==> config.mk <==
export PLATFORM = sky130hd
export DESIGN_NAME = fifo_rd_packer
export DESIGN_NICKNAME = d
export VERILOG_FILES = /design/src/rtl/fifo_rd_packer.sv
export SDC_FILE = /design/constraint.sdc
export NUM_CORES = 1
export LEC_CHECK = 0
export CAP_MARGIN = 5
export CORE_ASPECT_RATIO = 1.1
export CORE_UTILIZATION = 50
export CTS_CLUSTER_DIAMETER = 150
export DETAILED_ROUTE_END_ITERATION = 6
export PLACE_DENSITY = 0.78
export SLEW_MARGIN = 5
export SYNTH_ARGS = -nofsm -noshare
export SYNTH_HDL_FRONTEND = slang
export SYNTH_SLANG_ARGS = --single-unit
==> constraint.sdc <==
create_clock -name clk_i -period 1.9 [get_ports clk_i]
set_clock_uncertainty 0.1 [all_clocks]
set_input_delay 0.38 -clock clk_i [delete_from_list [all_inputs] [get_ports clk_i]]
set_output_delay 0.38 -clock clk_i [all_outputs]
set_load 0.05 [all_outputs]
==> src/rtl/fifo_rd_packer.sv <==
// fifo_rd_packer
// Read-side consumer for a show-ahead FIFO. It pulls words through the FIFO's
// read-request/empty handshake and packs RATIO consecutive words, LSB-first,
// into one wide word. The wide word leaves through a registered valid/ready
// stream. A flush request pushes out a partially filled word together with
// the number of slots that hold data.
//
// Ports:
//   clk_i          single clock
//   srst_i         synchronous active-high reset
//   fifo_empty_i   FIFO empty flag
//   fifo_q_i       FIFO show-ahead data, valid while not empty
//   fifo_rd_req_o  read request; consumes fifo_q_i in the same cycle
//   flush_i        single-cycle request to emit the pending partial word
//   src_data_o     packed word, slot k at [k*DWIDTH +: DWIDTH]
//   src_cnt_o      number of valid slots in src_data_o (1..RATIO)
//   src_valid_o    output word valid
//   src_ready_i    downstream accept

module fifo_rd_packer #(
  parameter int DWIDTH = 8,
  parameter int RATIO  = 4,
  parameter int CWIDTH = $clog2(RATIO+1)
) (
  input  logic                     clk_i,
  input  logic                     srst_i,
  input  logic                     fifo_empty_i,
  input  logic [DWIDTH-1:0]        fifo_q_i,
  output logic                     fifo_rd_req_o,
  input  logic                     flush_i,
  output logic [DWIDTH*RATIO-1:0]  src_data_o,
  output logic [CWIDTH-1:0]        src_cnt_o,
  output logic                     src_valid_o,
  input  logic                     src_ready_i
);

  localparam int IW = $clog2(RATIO);

  // Only RATIO-1 slots are stored; the final word of a full pack goes
  // straight from fifo_q_i into the output register.
  logic [DWIDTH*(RATIO-1)-1:0] r_acc;
  logic [IW-1:0]               r_idx;
  logic                        r_flushPend;
  logic [DWIDTH*RATIO-1:0]     r_data;
  logic [CWIDTH-1:0]           r_cnt;
  logic                        r_valid;

  logic          w_outFree;
  logic          w_lastSlot;
  logic          w_rdReq;
  logic [IW-1:0] w_idxNext;

  // The completing read may only happen when the output register can take
  // the new word; earlier slots fill regardless of backpressure. Reads stop
  // entirely while a flush is waiting to load.
  always_comb begin
    w_outFree  = !r_valid || src_ready_i;
    w_lastSlot = (r_idx == IW'(RATIO-1));
    w_rdReq    = !srst_i && !fifo_empty_i && !r_flushPend &&
                 (!w_lastSlot || w_outFree);
  end

  // Slot index after this cycle's read, used to decide whether a flush
  // request has anything to emit (a word read in the flush cycle counts).
  always_comb begin
    w_idxNext = r_idx;
    if (w_rdReq) begin
      w_idxNext = w_lastSlot ? '0 : r_idx + IW'(1);
    end
  end

  // Accumulator, output register and flush bookkeeping. A load into the
  // output register later in the block overrides the drain of the previous
  // word, giving bubble-free replacement.
  always_ff @(posedge clk_i) begin
    if (srst_i) begin
      r_acc       <= '0;
      r_idx       <= '0;
      r_flushPend <= 1'b0;
      r_data      <= '0;
      r_cnt       <= '0;
      r_valid     <= 1'b0;
    end else begin
      if (r_valid && src_ready_i) begin
        r_valid <= 1'b0;
      end

      if (r_flushPend) begin
        if (w_outFree) begin
          r_data      <= {{DWIDTH{1'b0}}, r_acc};
          r_cnt       <= CWIDTH'(r_idx);
          r_valid     <= 1'b1;
          r_acc       <= '0;
          r_idx       <= '0;
          r_flushPend <= 1'b0;
        end
      end else begin
        if (w_rdReq) begin
          if (w_lastSlot) begin
            r_data  <= {fifo_q_i, r_acc};
            r_cnt   <= CWIDTH'(RATIO);
            r_valid <= 1'b1;
            r_acc   <= '0;
            r_idx   <= '0;
          end else begin
            for (int k = 0; k < RATIO-1; k++) begin
              if (r_idx == IW'(k)) begin
                r_acc[k*DWIDTH +: DWIDTH] <= fifo_q_i;
              end
            end
            r_idx <= r_idx + IW'(1);
          end
        end
        if (flush_i && (w_idxNext != '0)) begin
          r_flushPend <= 1'b1;
        end
      end
    end
  end

  assign fifo_rd_req_o = w_rdReq;
  assign src_data_o    = r_data;
  assign src_cnt_o     = r_cnt;
  assign src_valid_o   = r_valid;

endmodule

==> results.json, run 1 <==
{
  "cts_buffers": 9,
  "vias": 2012,
  "power_density_nw_per_um2": 839.6,
  "setup_viol_count_final": 0,
  "h-tree-depth": 3,
  "hold_depth": 2,
  "clk_pin_slew_ns": 0.06,
  "final_common_cell": "nand2_1",
  "period_share": 0.9764,
  "ys_warn_count": 0,
  "synth_seq_cells": 63,
  "synth_cell_type_count": 37,
  "yosys.area.top_type_share": 0.5169,
  "p_leak_nw": 1.255,
  "worstMarginPinSlew_ns": 0.4158,
  "ir_worst_vdd_mv": 0.5439,
  "status": "completed",
  "fillers": 389,
  "die_height_microns": 75.27,
  "synth_ff_type": "dfxtp_1",
  "clockBufferDepth": 2,
  "dpl_worst_slack_ns": -0.1986,
  "grt_antenna_before_repair": 0,
  "drive_above_1_share": 0.2569,
  "worst_slack_ns": 0.04485,
  "ant_nets": 0,
  "cp_max_fo": 3,
  "tritoncts": "built",
  "area_growth_pct": 29.90,
  "hold_class": "reg -> reg",
  "hold_end": "src_data_o[7]$_SDFFE_PP0P_",
  "route.detailed.drc": 0,
  "fin_area_sq_um": 3169,
  "cp.arrival_ns": 1.38,
  "grt_max_degree": 26,
  "die-area_sq_um": 5164,
  "rrSetupSlack_ns": 0.24,
  "worstSetupStartpointType": "input port",
  "slew_headroom": 0.7228,
  "clk_latency_ns": 0.32,
  "layout.nets": 341,
  "timing.fmax_mhz": 539.0,
  "syn-cell-area_sq_um": 2440,
  "dp_cells": 369,
  "post-route-min-period_ns": 1.855,
  "critPathRequiredTime_ns": 1.42,
  "synth_edf_count": 0,
  "clock_sinks": 63,
  "dr.pass1.iters": 4,
  "ios": 50,
  "vias_per_cell": 5.253,
  "finalNonFillerCells": 383,
  "rr_worst_depth": 5,
  "n_antenna_cell": 0,
  "grt_use_total": 0.2295,
  "wire_per_inst_microns": 13.89,
  "synth_top_area_cell": "dfxtp_1",
  "synth.top_cells.by_area": "dfxtp_1 52%, nand2_1 11%, mux2i_1 6.6%",
  "async_flop_share": 0,
  "r2r_start": "r_idx[0]$_SDFFE_PP0N_",
  "final_cell_mix": "73 x nand2_1, 63 x dfxtp_1, 51 x buf_4",
  "first_global_vias": 1771,
  "coreArea_sq_um": 4652,
  "hp-start": "src_data_o[7]$_SDFFE_PP0P_",
  "hold_viol": 0,
  "timing.rr.end": "src_data_o[25]$_SDFFE_PP0P_",
  "row_count": 26,
  "avgSynthCellArea_sq_um": 9.348,
  "wl_mm": 5.320,
  "hpwl_mm": 3.804,
  "synthCells": 261,
  "grt_pass1_wl_mm": 8.369,
  "place_area_sq_um": 2995,
  "slew_violations": 0,
  "critPathKind": "in -> out",
  "grt_overflow": 0,
  "portBuffers": 49,
  "die_w_microns": 68.61,
  "yosysSeqAreaShare": 0.5169,
  "drt_iter0_drc": 104,
  "cts_root_buf": "clkbuf_8",
  "cp-end-kind": "output pin",
  "initial_utilization": 0.5245,
  "synthesis.nets": 277,
  "finalWeightedCongestion": 0.8652,
  "drv_cap": 0
}
==> critical path, stage by stage <==
cell,delay (ns)
clkdlybuf4s50_1,0.43
nand3b_1,0.24
nand2_2,0.13
inv_2,0.05
buf_12,0.14
==> metrics by stage <==
step | utilization | hold WS, ns | TNS (ns) | total power [W]
floorplan | - | 0.3321 | 0 | 0.001545
global placement | 0.6439 | 0.3410 | -5.764 | 0.001648
finish | 0.6813 | 0.3534 | 0 | 0.002661
detailed placement | 0.6439 | 0.3482 | -8.239 | 0.001651
CTS | 0.6791 | 0.3570 | 0 | 0.002670
global route | 0.6813 | 0.3693 | -0.006481 | 0.002750
==> worst max-delay path by stage <==
stage                                      start                     endpoint  slack, ns
after CTS                            src_ready_i                fifo_rd_req_o       0.02
after detailed placement            fifo_empty_i  src_data_o[25]$_SDFFE_PP0P_      -0.20
after global placement              fifo_empty_i  src_data_o[29]$_SDFFE_PP0P_      -0.14
after global routing       r_idx[1]$_SDFFE_PP0N_                fifo_rd_req_o     -0.006
after floorplan           src_valid_o$_SDFF_PP0_                fifo_rd_req_o       0.07
final                                src_ready_i                fifo_rd_req_o       0.04
==> registers in the layout (all words and copies together) (netlist names) <==
register     flops
src_cnt_o        3
src_valid_o      1
r_acc           24
r_flushPend      1
r_idx            2
src_data_o      32
==> final cells by class <==
type	instances	area (sq um)	share of cell area
inverters	5	18.77	0.005922
multi-input cells	179	1072	0.3383
flip-flops and latches	63	1261	0.3979
well taps	56	70.07	0.02211
repair buffers	67	580.6	0.1832
clock buffers	11	131.4	0.04145
clock inverters	2	35.03	0.01105
==> Yosys cell counts, types with 4 or more instances <==
cell type and instances:
inv_1 4, a21oi_1 23, buf_2 6, mux2i_1 16
nand2_1 73, dfxtp_1 63, a22o_1 8, a21oi_2 4
o21ai_1 6, nor2_1 10, nand3_1 10
==> layer usage <==
layer	part of all wire	GRT usage	wire length, microns
met1	0.48	0.3091	2539
met2	0.47	0.3410	2497
met3	0.035	0.05455	185
met4	0.018	0.1157	96
met5	0	0	0
==> cells by family (layout without fill, tap and decap cells) <==
group           after synthesis  in the layout  synth area share
compound gates               53             53            0.1498
fa+ha+maj                     3              3           0.01539
buf+inv                      19             85           0.04461
flops                        63             63            0.5169
mux                          16             16           0.06564
simple gates                107            107            0.2077
==> where the power goes <==
| part | switching [W] | total, W | internal, W |
|---|---|---|---|
| Clock | 0.000455 | 0.00104 | 0.000583 |
| Combinational | 0.000159 | 0.000267 | 0.000108 |
| Sequential | 0.0000143 | 0.00136 | 0.00134 |
| Total | 0.000628 | 0.00266 | 0.00203 |
==> repair_timing <==
item / 4_1_cts / 5_1_grt
setup buffers: 0 / 1
endpoints found under the setup margin: 1 / 1
gates resized for setup: 3 / 1
pin swaps: 0 / 1
hold buffers: 0 / 0
Power figures use the tool's default switching activity.
==> run 2: changes to the inputs <==
CORE_UTILIZATION = 45   (was 50)
PLACE_DENSITY = 0.74   (was 0.78)
clock period = 1.6 ns   (was 1.9 ns; I/O delays follow)
==> results.json, run 2 (synthesized netlist as in run 1, its figures left out) <==
{
  "finalWeightedCongestion": 0.8385,
  "fin_setup_tns_ns": -5.415,
  "r2r_start": "r_idx[1]$_SDFFE_PP0N_",
  "drive_above_1_share": 0.4829,
  "post-route-min-period_ns": 1.767,
  "whs_ns": 0.3536,
  "coreArea_sq_um": 5101,
  "largest_reg_flops": 32,
  "route.detailed.drc": 0,
  "h-tree-depth": 3,
  "die_height_microns": 79.23,
  "clk_pin_slew_ns": 0.06,
  "drv_cap": 0,
  "multi_input_area_sq_um": 1356,
  "wl_met1_mm": 3.104,
  "clk_latency_ns": 0.34,
  "die-area_sq_um": 5720,
  "crit_chain": "ha_4, nand3b_1, nand2_4, clkinvlp_4, buf_12",
  "regArea_sq_um": 1265,
  "cp-end-kind": "output pin",
  "hold_end": "src_valid_o$_SDFF_PP0_",
  "violations": "negative setup slack",
  "setup_viol_count_final": 51,
  "ios": 50,
  "place_area_sq_um": 3528,
  "drt_iter0_drc": 193,
  "rr_worst_depth": 9,
  "worstMarginPinSlew_ns": 0.3746,
  "clock_sinks": 63,
  "critical-path-max-stage-delay_ns": 0.35,
  "grt_setup_unrepaired": "yes",
  "period_share": 1.104,
  "critPathRequiredTime_ns": 1.18,
  "initial_utilization": 0.4783,
  "portBuffers": 49,
  "vias": 2341,
  "power_density_nw_per_um2": 839.0,
  "wl_mm": 7.803,
  "cts_root_buf": "clkbuf_8",
  "final_cell_mix": "60 x dfxtp_1, 41 x buf_12, 40 x nand2_1",
  "p_leak_nw": 1.564,
  "ir_worst_vdd_mv": 0.5745,
  "hp-start": "src_ready_i",
  "hold_class": "in -> reg",
  "wl_met3_microns": 531,
  "wire_per_inst_microns": 18.49,
  "grt_max_degree": 26,
  "worst_slack_ns": -0.1669,
  "ant_nets": 0,
  "layout.nets": 361,
  "tritoncts": "built",
  "cts_buffers": 9,
  "cp.arrival_ns": 1.35,
  "critPathKind": "reg -> out",
  "slew_violations": 0,
  "worstSetupStartpointType": "flip-flop",
  "grt_overflow": 0,
  "cp_max_fo": 2,
  "n_antenna_cell": 0,
  "first_global_vias": 2097,
  "row_count": 27,
  "timing.fmax_mhz": 566.0,
  "hold_viol": 0,
  "rrSetupSlack_ns": -0.16,
  "hold_depth": 4,
  "grt_pass1_wl_mm": 10.09,
  "slew_headroom": 0.7503,
  "dr.pass1.iters": 4,
  "area_growth_pct": 71.95,
  "clockBufferDepth": 2,
  "timing.rr.end": "src_data_o[20]$_SDFFE_PP0P_",
  "hpwl_mm": 3.965,
  "status": "finished with violations",
  "grt_antenna_before_repair": 0,
  "routed.top_layer": "met4",
  "grt_use_total": 0.2328,
  "die_w_microns": 72.21,
  "final_common_cell": "dfxtp_1",
  "fin_area_sq_um": 4195,
  "met2WireLength_mm": 3.881,
  "fillers": 264,
  "slowest_stage": "dfxtp_2",
  "vias_per_cell": 5.547
}
==> run 2: critical path: cells and delay by family (launching register included) <==
kind / cells / cell delay (ns)
flip-flops: 1 / 0.35
buffers and inverters: 2 / 0.27
AND/OR/NAND/NOR: 2 / 0.26
adder cells (fa/ha/maj): 1 / 0.13
==> run 2: cell type report <==
type / instances / area share
inverters: 5 / 0.005368
clock inverters: 5 / 0.01342
repair buffers: 84 / 0.2988
clock buffers: 11 / 0.03609
flip-flops and latches: 63 / 0.3015
multi-input cells: 182 / 0.3233
well taps: 72 / 0.02147
==> run 2: metrics by stage <==
step / setup slack (ns) / power, W / std cells / util
after floorplan: 0.007321 / 0.001839 / 261 / -
after global placement: -0.4041 / 0.001980 / 390 / 0.6917
after detailed placement: -0.4440 / 0.001988 / 390 / 0.6917
after CTS: -0.1619 / 0.003403 / 414 / 0.7528
after global routing: -0.2250 / 0.003619 / 422 / 0.8224
final: -0.1669 / 0.003520 / 422 / 0.8224
==> run 2: metal layers <==
layer | vias to the layer above | track usage
met3 | 30 | 0.05203
met4 | 0 | 0.1078
met5 | - | 0
li1 | 1061 | -
met1 | 1123 | 0.2840
met2 | 127 | 0.3869
==> run 2: report_power, final <==
group | switching [W] | leakage [nW] | internal [W]
Clock | 0.000634 | 0.105 | 0.000801
Sequential | 0.0000237 | 0.510 | 0.00159
Combinational | 0.000263 | 0.948 | 0.000204
==> run 2: repair_timing <==
item | in CTS | in global routing
setup buffers | 5 | 7
setup endpoints to repair | 38 | 60
resized for setup | 14 | 72
pin swaps | 5 | 40
hold buffers | 0 | 0
cloned | 3 | 4
==> run 2: worst max-delay path by stage <==
stage	to	slack, ns	from	depth (start not counted)
5_1_grt	src_data_o[4]$_SDFFE_PP0P_	-0.22	r_idx[0]$_SDFFE_PP0N_	8
6_report	fifo_rd_req_o	-0.17	r_idx[0]$_SDFFE_PP0N_	5
4_1_cts	fifo_rd_req_o	-0.16	r_idx[0]$_SDFFE_PP0N_	5
2_1_floorplan	fifo_rd_req_o	0.007	r_idx[1]$_SDFFE_PP0N_	4
3_3_place_gp	r_acc[16]$_SDFFE_PP0P_	-0.40	fifo_empty_i	6
3_5_place_dp	r_acc[7]$_SDFFE_PP0P_	-0.44	srst_i	6
==> patch (settings of run 1) <==
Set the parameter `DWIDTH` to 6 (it was 8).
--- a/src/rtl/fifo_rd_packer.sv
+++ b/src/rtl/fifo_rd_packer.sv
@@ -20,3 +20,3 @@
 module fifo_rd_packer #(
-  parameter int DWIDTH = 8,
+  parameter int DWIDTH = 6,
   parameter int RATIO  = 4,
Interface: changed (resized fifo_q_i and src_data_o); port bits go from 50 to 40. No check against the original RTL was run, so the function may have changed too.
==> patch against run 1 <==
  * Count of clock-buffer cells in the layout decreased by 6
  * Via count decreased by 19%
  * Non-clock buffer count unchanged
  * Combinational power increased by 2%
  * Critical path depth unchanged
  * Total power decreased by 27%
  * First-iteration DRC count decreased by 34%
  * Setup slack improved by 0.0076 ns
  * Sequential cell count decreased by 14
  * Final cell count decreased by 19%
  * Final area decreased by 22%
  * Area after synthesis decreased by 25%
  * Wire length decreased by 17%
  * Largest cell class unchanged
==> patch: results (changes against run 1) <==
{| class="wikitable"
! Metric !! Value
|-
| Cell types with the highest counts after synthesis || 49 x dfxtp_1, 42 x nand2_1, 23 x a21oi_1 (was 73 x nand2_1, 63 x dfxtp_1, 23 x a21oi_1)
|-
| Clk. pwr || 0.607 mW (was 1.04 mW)
|-
| R2R depth || 7 (was 5)
|-
| Fillers || 289 (was 389)
|-
| Part of the Yosys area used for sequential elements || 53.3% (was 51.7%)
|-
| Vias in the first global route || 1614 (was 1771)
|-
| Number of vias per cell || 5.28 (was 5.25)
|-
| Count of port buffers added during placement || 39 (was 49)
|-
| Setup Slack @ Placement || -0.129 ns (was -0.199 ns)
|-
| Routed len/inst || 14.2 microns (was 13.9 microns)
|-
| Register-to-register setup slack || 0.16 ns (was 0.24 ns)
|-
| CTS HTree Levels || 2 (was 3)
|-
| Clock latency of the later-clocked register in the worst-skew pair || 0.37 ns (was 0.32 ns)
|-
| Synthesis-to-finish area growth || 35.1% (was 29.9%)
|-
| Maximum number of pins on one net before global-route repair || 19 (was 26)
|-
| Fin Hold WS || 0.359 ns (was 0.353 ns)
|-
| Ratio of cells with drive above 1 in the final layout || 30.3% (was 25.7%)
|-
| Final weighted congestion in routability-driven placement || 0.811 (was 0.865)
|-
| Met3 Wirelength || 170 microns (was 185 microns)
|-
| Hold_sp || r_acc[7] (was src_data_o[7])
|-
| Run status || finished, final reports clean (unchanged)
|-
| Routed length on met1 || 1810 microns (was 2540 microns)
|-
| Syn_area_per_cell || 9.30 sq um (was 9.35 sq um)
|-
| Number of placed instances with taps included || 297 (was 369)
|-
| Yosys cell types || 32 (was 37)
|-
| Global-route wire length before repair || 7260 microns (was 8370 microns)
|-
| Total length of routed met2 wires || 2290 microns (was 2500 microns)
|-
| Overall global routing resource usage || 24.8% (was 22.9%)
|}
-- patch: cell types whose count changed after synthesis, sizes merged, moves of 10 or more --
| cell | change |
|---|---|
| nand2 | -32 |
| mux2i | -15 |
| dfxtp | -14 |
| a22o | +10 |
-- patch: kinds of logic (layout without fill, tap and decap cells) --
family | Yosys count | count (layout) | share of synthesized area (%)
muxes | 1 | 1 | 0.543
DFF | 49 | 49 | 53.3
AOI/OAI and AO/OA | 59 | 59 | 22.9
adders and majority gates | 3 | 3 | 2.04
and+or+nand+nor | 69 | 69 | 16.6
buffers and inverters | 17 | 80 | 4.69
-- patch: layout make-up --
type / count / area share (%)
flip-flops and latches: 49 / 39.6
multi-input cells: 132 / 32.2
repair buffers: 67 / 21.7
well taps: 48 / 2.41
clock inverters: 3 / 1.76
clock buffers: 5 / 1.51
inverters: 5 / 0.755
